`src/rtl/steg_pkg.sv`:
```
// Definitions shared by the message-hiding datapath: digit width, the illegal
// base-3 code, and the serializer state encoding.
package steg_pkg;
    localparam int DIGIT_W = 2;
    localparam logic [DIGIT_W-1:0] B3_INVALID = 2'b11;

    localparam logic [0:0] SER_IDLE  = 1'b0;
    localparam logic [0:0] SER_SHIFT = 1'b1;
endpackage

```
`src/rtl/b3_digit_check.sv`:
```
// Combinational base-3 word scrubber: forces illegal digit codes to zero and
// flags them, along with any set bit above the stored digit field.
module b3_digit_check
    import steg_pkg::*;
#(
    parameter int WIDTH   = 16,
    parameter int NDIGITS = 11
) (
    input  logic [2*WIDTH-1:0]         word_in,
    output logic [DIGIT_W*NDIGITS-1:0] word_out,
    output logic                       err_o
);
    logic bad_digit;
    logic hi_err;

    always_comb begin
        word_out  = word_in[DIGIT_W*NDIGITS-1:0];
        bad_digit = 1'b0;
        for (int i = 0; i < NDIGITS; i++) begin
            if (word_in[DIGIT_W*i +: DIGIT_W] == B3_INVALID) begin
                word_out[DIGIT_W*i +: DIGIT_W] = '0;
                bad_digit = 1'b1;
            end
        end
    end

    generate
        if (NDIGITS < WIDTH) begin : g_hi
            assign hi_err = |word_in[2*WIDTH-1:DIGIT_W*NDIGITS];
        end else begin : g_no_hi
            assign hi_err = 1'b0;
        end
    endgenerate

    assign err_o = bad_digit | hi_err;
endmodule

```
`src/rtl/base3_digit_serializer.sv`:
```
// Serializes packed base-3 words into a fixed-length LSD-first digit stream.
// Define B3_DIGIT_CHECK_EN to scrub illegal digits and raise the sticky err flag.
module base3_digit_serializer
    import steg_pkg::*;
#(
    parameter int WIDTH   = 16,
    parameter int NDIGITS = 11
) (
    input  logic               clk,
    input  logic               rst,
    input  logic [2*WIDTH-1:0] base3_no,
    input  logic               done,
    output logic               conv_ready,
    output logic [1:0]         digit,
    output logic               digit_valid,
    input  logic               digit_ready,
    output logic               last,
    output logic               overflow,
    output logic               err
);
    localparam int WORD_W = DIGIT_W * NDIGITS;
    localparam int CNT_W  = (NDIGITS > 1) ? $clog2(NDIGITS) : 1;
    localparam logic [CNT_W-1:0] LAST_CNT = CNT_W'(NDIGITS - 1);

    logic [WORD_W-1:0] cap_word;
    logic              cap_err;

`ifdef B3_DIGIT_CHECK_EN
    b3_digit_check #(.WIDTH(WIDTH), .NDIGITS(NDIGITS)) u_check (
        .word_in (base3_no),
        .word_out(cap_word),
        .err_o   (cap_err)
    );
`else
    assign cap_word = base3_no[WORD_W-1:0];
    assign cap_err  = 1'b0;
    generate
        if (NDIGITS < WIDTH) begin : g_hi
            logic unused_hi;
            assign unused_hi = ^base3_no[2*WIDTH-1:WORD_W];
        end
    endgenerate
`endif

    logic [0:0]        state_q, state_d;
    logic              pend_v_q, pend_v_d;
    logic              conv_ready_q, conv_ready_d;
    logic              overflow_q, overflow_d;
    logic              err_q, err_d;
    logic [WORD_W-1:0] pend_q, pend_d;
    logic [WORD_W-1:0] act_q, act_d;
    logic [CNT_W-1:0]  cnt_q, cnt_d;
    logic              hs, at_last, move;

    always_comb begin
        state_d    = state_q;
        pend_v_d   = pend_v_q;
        pend_d     = pend_q;
        act_d      = act_q;
        cnt_d      = cnt_q;
        overflow_d = overflow_q;
        err_d      = err_q;
        move       = 1'b0;
        hs         = (state_q == SER_SHIFT) && digit_ready;
        at_last    = (cnt_q == LAST_CNT);

        case (state_q)
            SER_IDLE: begin
                if (pend_v_q) begin
                    move    = 1'b1;
                    state_d = SER_SHIFT;
                end
            end
            SER_SHIFT: begin
                if (hs) begin
                    if (!at_last) begin
                        act_d = act_q >> DIGIT_W;
                        cnt_d = cnt_q + CNT_W'(1);
                    end else if (pend_v_q) begin
                        move = 1'b1;
                    end else begin
                        state_d = SER_IDLE;
                    end
                end
            end
            default: state_d = SER_IDLE;
        endcase

        if (move) begin
            act_d    = pend_q;
            cnt_d    = '0;
            pend_v_d = 1'b0;
        end

        // A slot being vacated this cycle may be refilled in the same cycle.
        if (done) begin
            if (!pend_v_q || move) begin
                pend_d   = cap_word;
                pend_v_d = 1'b1;
                err_d    = err_q | cap_err;
            end else begin
                overflow_d = 1'b1;
            end
        end

        conv_ready_d = !pend_v_d;
    end

    always_ff @(posedge clk) begin
        if (rst) begin
            state_q      <= SER_IDLE;
            pend_v_q     <= 1'b0;
            conv_ready_q <= 1'b1;
            overflow_q   <= 1'b0;
            err_q        <= 1'b0;
        end else begin
            state_q      <= state_d;
            pend_v_q     <= pend_v_d;
            conv_ready_q <= conv_ready_d;
            overflow_q   <= overflow_d;
            err_q        <= err_d;
        end
    end

    always_ff @(posedge clk) begin
        pend_q <= pend_d;
        act_q  <= act_d;
        cnt_q  <= cnt_d;
    end

    assign digit_valid = (state_q == SER_SHIFT);
    assign digit       = digit_valid ? act_q[DIGIT_W-1:0] : '0;
    assign last        = digit_valid && at_last;
    assign conv_ready  = conv_ready_q;
    assign overflow    = overflow_q;
    assign err         = err_q;
endmodule

```
`config.mk`:
```
export PLATFORM = sky130hd
export DESIGN_NAME = base3_digit_serializer
export DESIGN_NICKNAME = d
export VERILOG_FILES = /design/src/rtl/steg_pkg.sv /design/src/rtl/b3_digit_check.sv /design/src/rtl/base3_digit_serializer.sv
export SDC_FILE = /design/constraint.sdc
export NUM_CORES = 1
export LEC_CHECK = 0
export CAP_MARGIN = 40
export CORE_ASPECT_RATIO = 0.75
export CORE_UTILIZATION = 45
export DETAILED_ROUTE_END_ITERATION = 10
export PLACE_DENSITY = 0.72
export SLEW_MARGIN = 0
export SYNTH_ARGS = -nofsm -noshare
export SYNTH_HDL_FRONTEND = slang
export SYNTH_SLANG_ARGS = --single-unit
export TNS_END_PERCENT = 30
```
`constraint.sdc`:
```
create_clock -name clk -period 3.28 [get_ports clk]
set_clock_uncertainty 0.1 [all_clocks]
set_input_delay 0.656 -clock clk [delete_from_list [all_inputs] [get_ports clk]]
set_output_delay 0.656 -clock clk [all_outputs]
set_load 0.1 [all_outputs]
```
==> results.cfg <==
[outcome]
status = complete, no violations

[floorplanning]
design.core.area_um2 = 4204
start_util_pct = 48.81
die_x_um = 79.98
row_count = 20
ios = 43
dieArea_um2 = 4837
die_h_um = 60.48

[yosys]
seq_area_frac_synth_pct = 72.20
synthXorXnorAreaFrac_pct = 0
synth_fa_ha_area_share_pct = 1.220
synthesis.nets = 159
ys_seq_elements = 52
synth.cell_area_um2 = 2052
synth_top_area_share_pct = 64.39
synth_area_leaders = edfxtp_1 (64%), mux2_2 (8.8%), dfxtp_1 (7.8%), mux2_1 (2.2%), and2_1 (1.5%)
synthTopCellsByCount = edfxtp_1 (44), mux2_2 (16), dfxtp_1 (8)
synth_top_family_by_area = multiplexers
yosysWarnings = 0
avgSynthCellArea_um2 = 16.96
synth_compound_area_share_pct = 4.451
yosysTopAreaCell = edfxtp_1
synthCells = 121
synth_mux_area_share_pct = 11.46
synthArstFlopShare_pct = 0
synth-edff-count = 44
ys_types = 32
synth_most_common_cell = edfxtp_1
synth_flop_cell = edfxtp_1
yosys.area_share.simple_pct = 7.683

[clock_network]
clkSlewWorstSetupHoldPaths_ns = 0.09
numCtsBuffers = 5
cts_tree = built
clockBufferDepth = 2
htreeDepth = 2
cts_setup_buffers = 0
cts_root_buf = clkbuf_8
insertion_delay_ns = 0.30
cts_hold_buf = 0
cts_resized = 0
cts_sinks = 52

[finish]
diodes = 0
drive_above_1_share_pct = 24.20
fin_nets = 194
fin_util_pct = 59.79
fillers = 313
synthToLayoutAreaGrowth_pct = 22.50

[setup_path]
critPathKind = in -> reg
startpoint_type = input pin
critical_path.top_delay_family = buffers and inverters
crit_chain = clkdlybuf4s50_1 -> nand4b_4 -> a21boi_4 -> buf_4 -> mux2_2
critPathMaxStageDelay_ns = 0.70
worst-path-buf-inv = 2
crit_slowest_cell = clkdlybuf4s50_1
regToRegSetupSlack_ns = 1.18
cp_max_fo = 22
end_kind = register
required_ns = 3.23
crit_arrival_ns = 2.45

[routing]
drtIter0Drc = 53
dr.pass1.iters = 4
via_count = 1091
wirelength_mm = 3.099
ant_nets = 0
route.detailed.drc = 0
wl_per_cell_um = 14.62
post_drt_via_cell_ratio = 5.146

[sta]
tns_ns = 0
tightest_slew_ns = 0.6707
whs_ns = 0.4268
timing.fmax_mhz = 400.5
rsz0062_at_grt = no
setup_violations = 0
finalCriticalPeriod_ns = 2.497
slew_violations = 0
final_hold_viol_count = 0
relSlewSlack_pct = 55.23
finalCritPeriodShare_pct = 76.12

[grt]
grt_pass1_vias = 1090
grt_start_max_net_pins = 23
grtUsageTotal_pct = 14.95
antenna_found_initial = 0
grt_overflow_total = 0
grt_pass1_wl_mm = 5.106

[power_and_ir_drop]
powerDensity_nw_per_um2 = 551.4
pwr-share-comb_pct = 10.9
total_power_mw = 1.386
p_leak_nw = 0.9012
ir_drop_mv = 0.2316
pwr-share-clk_pct = 31.0
p_seq_share_pct = 58.1
power_switching_mw = 0.3073
p_int_mw = 1.079
netSwitchingFraction_pct = 22.17

[flow_run]
cap_viol_max_count = 0

[worst_hold_path]
min_path_type = reg -> reg

[placed_design]
portBuffers = 31
dpl.hpwl_mm = 2.110
gp_congestion = 0.7250
==> power groups by stage <==
stage | logic, mW | clock network, mW | registers, mW
6_report | 0.151 | 0.430 | 0.805
5_1_grt | 0.164 | 0.471 | 0.812
4_1_cts | 0.153 | 0.443 | 0.806
3_5_place_dp | 0.153 | 0 | 0.822
3_3_place_gp | 0.147 | 0 | 0.816
2_1_floorplan | 0.0922 | 0 | 0.823
==> metrics by stage <==
step                      cells  instance area (um2)  setup WS [ns]
after CTS                   212                 2514         0.7744
after detailed placement    204                 2402         0.4909
after global routing        212                 2514         0.6752
final                       212                 2514         0.7832
after global placement      204                 2402         0.5483
after floorplan             121                 2052         0.2205
==> kinds of logic (layout without fill, tap and decap cells) <==
logic type | Yosys count | count (layout)
flops | 52 | 52
simple gates | 24 | 24
mux | 21 | 21
compound gates | 12 | 12
buf+inv | 9 | 45
fa+ha+maj | 2 | 2
other cells | 1 | 1
==> state kept, by name, summed over array words and instances, names as in the netlist <==
name         count
conv_ready       1
digit_valid      1
act_q           22
overflow         1
pend_q          22
cnt_q            4
pend_v_q         1
==> path summary, 6_finish.rpt <==
check,startpoint,endpoint,cells after the start
min reg2reg,pend_q[20],act_q[20],1
max,digit_ready,act_q[19],5
min,pend_q[20],act_q[20],1
max reg2reg,cnt_q[1],act_q[19],5
==> metal layers <==
layer / vias up / track usage (%) / routed length [um]
li1: 522 / - / -
met1: 535 / 18.85 / 1412
met2: 27 / 24.54 / 1487
met3: 7 / 4.662 / 144
met4: 0 / 6.122 / 55
met5: - / 0 / 0
==> final cells by class <==
cell class | count | area, um2 | share of cell area [%]
inverter | 3 | 11.26 | 0.4480
sequential | 52 | 1481 | 58.93
clock buffer | 5 | 68.82 | 2.738
tap | 55 | 68.82 | 2.738
multi-input combinational | 60 | 523.0 | 20.81
clock inverter | 3 | 42.54 | 1.692
timing repair buffer | 34 | 317.8 | 12.64
==> layout by cell type (no fill, tap or decap), types with 2 or more instances in the layout <==
cell type,Yosys,routed
a21oi_1,4,3
nor2_1,3,3
clkbuf_8,0,5
mux2_2,16,16
edfxtp_1,44,44
clkdlybuf4s50_1,0,25
and2_1,5,5
nand2b_1,3,3
dfxtp_1,8,8
nand3_1,5,5
inv_1,3,3
mux2_1,4,4
buf_4,2,9
ha_1,2,2
==> worst register-to-register path, cell delays in order (launching register included) <==
cell,delay (ns)
dfxtp_1,0.42
ha_1,0.28
nand4b_4,0.19
a21boi_4,0.18
buf_4,0.30
mux2_2,0.39
(Power assumes the default switching activity.)
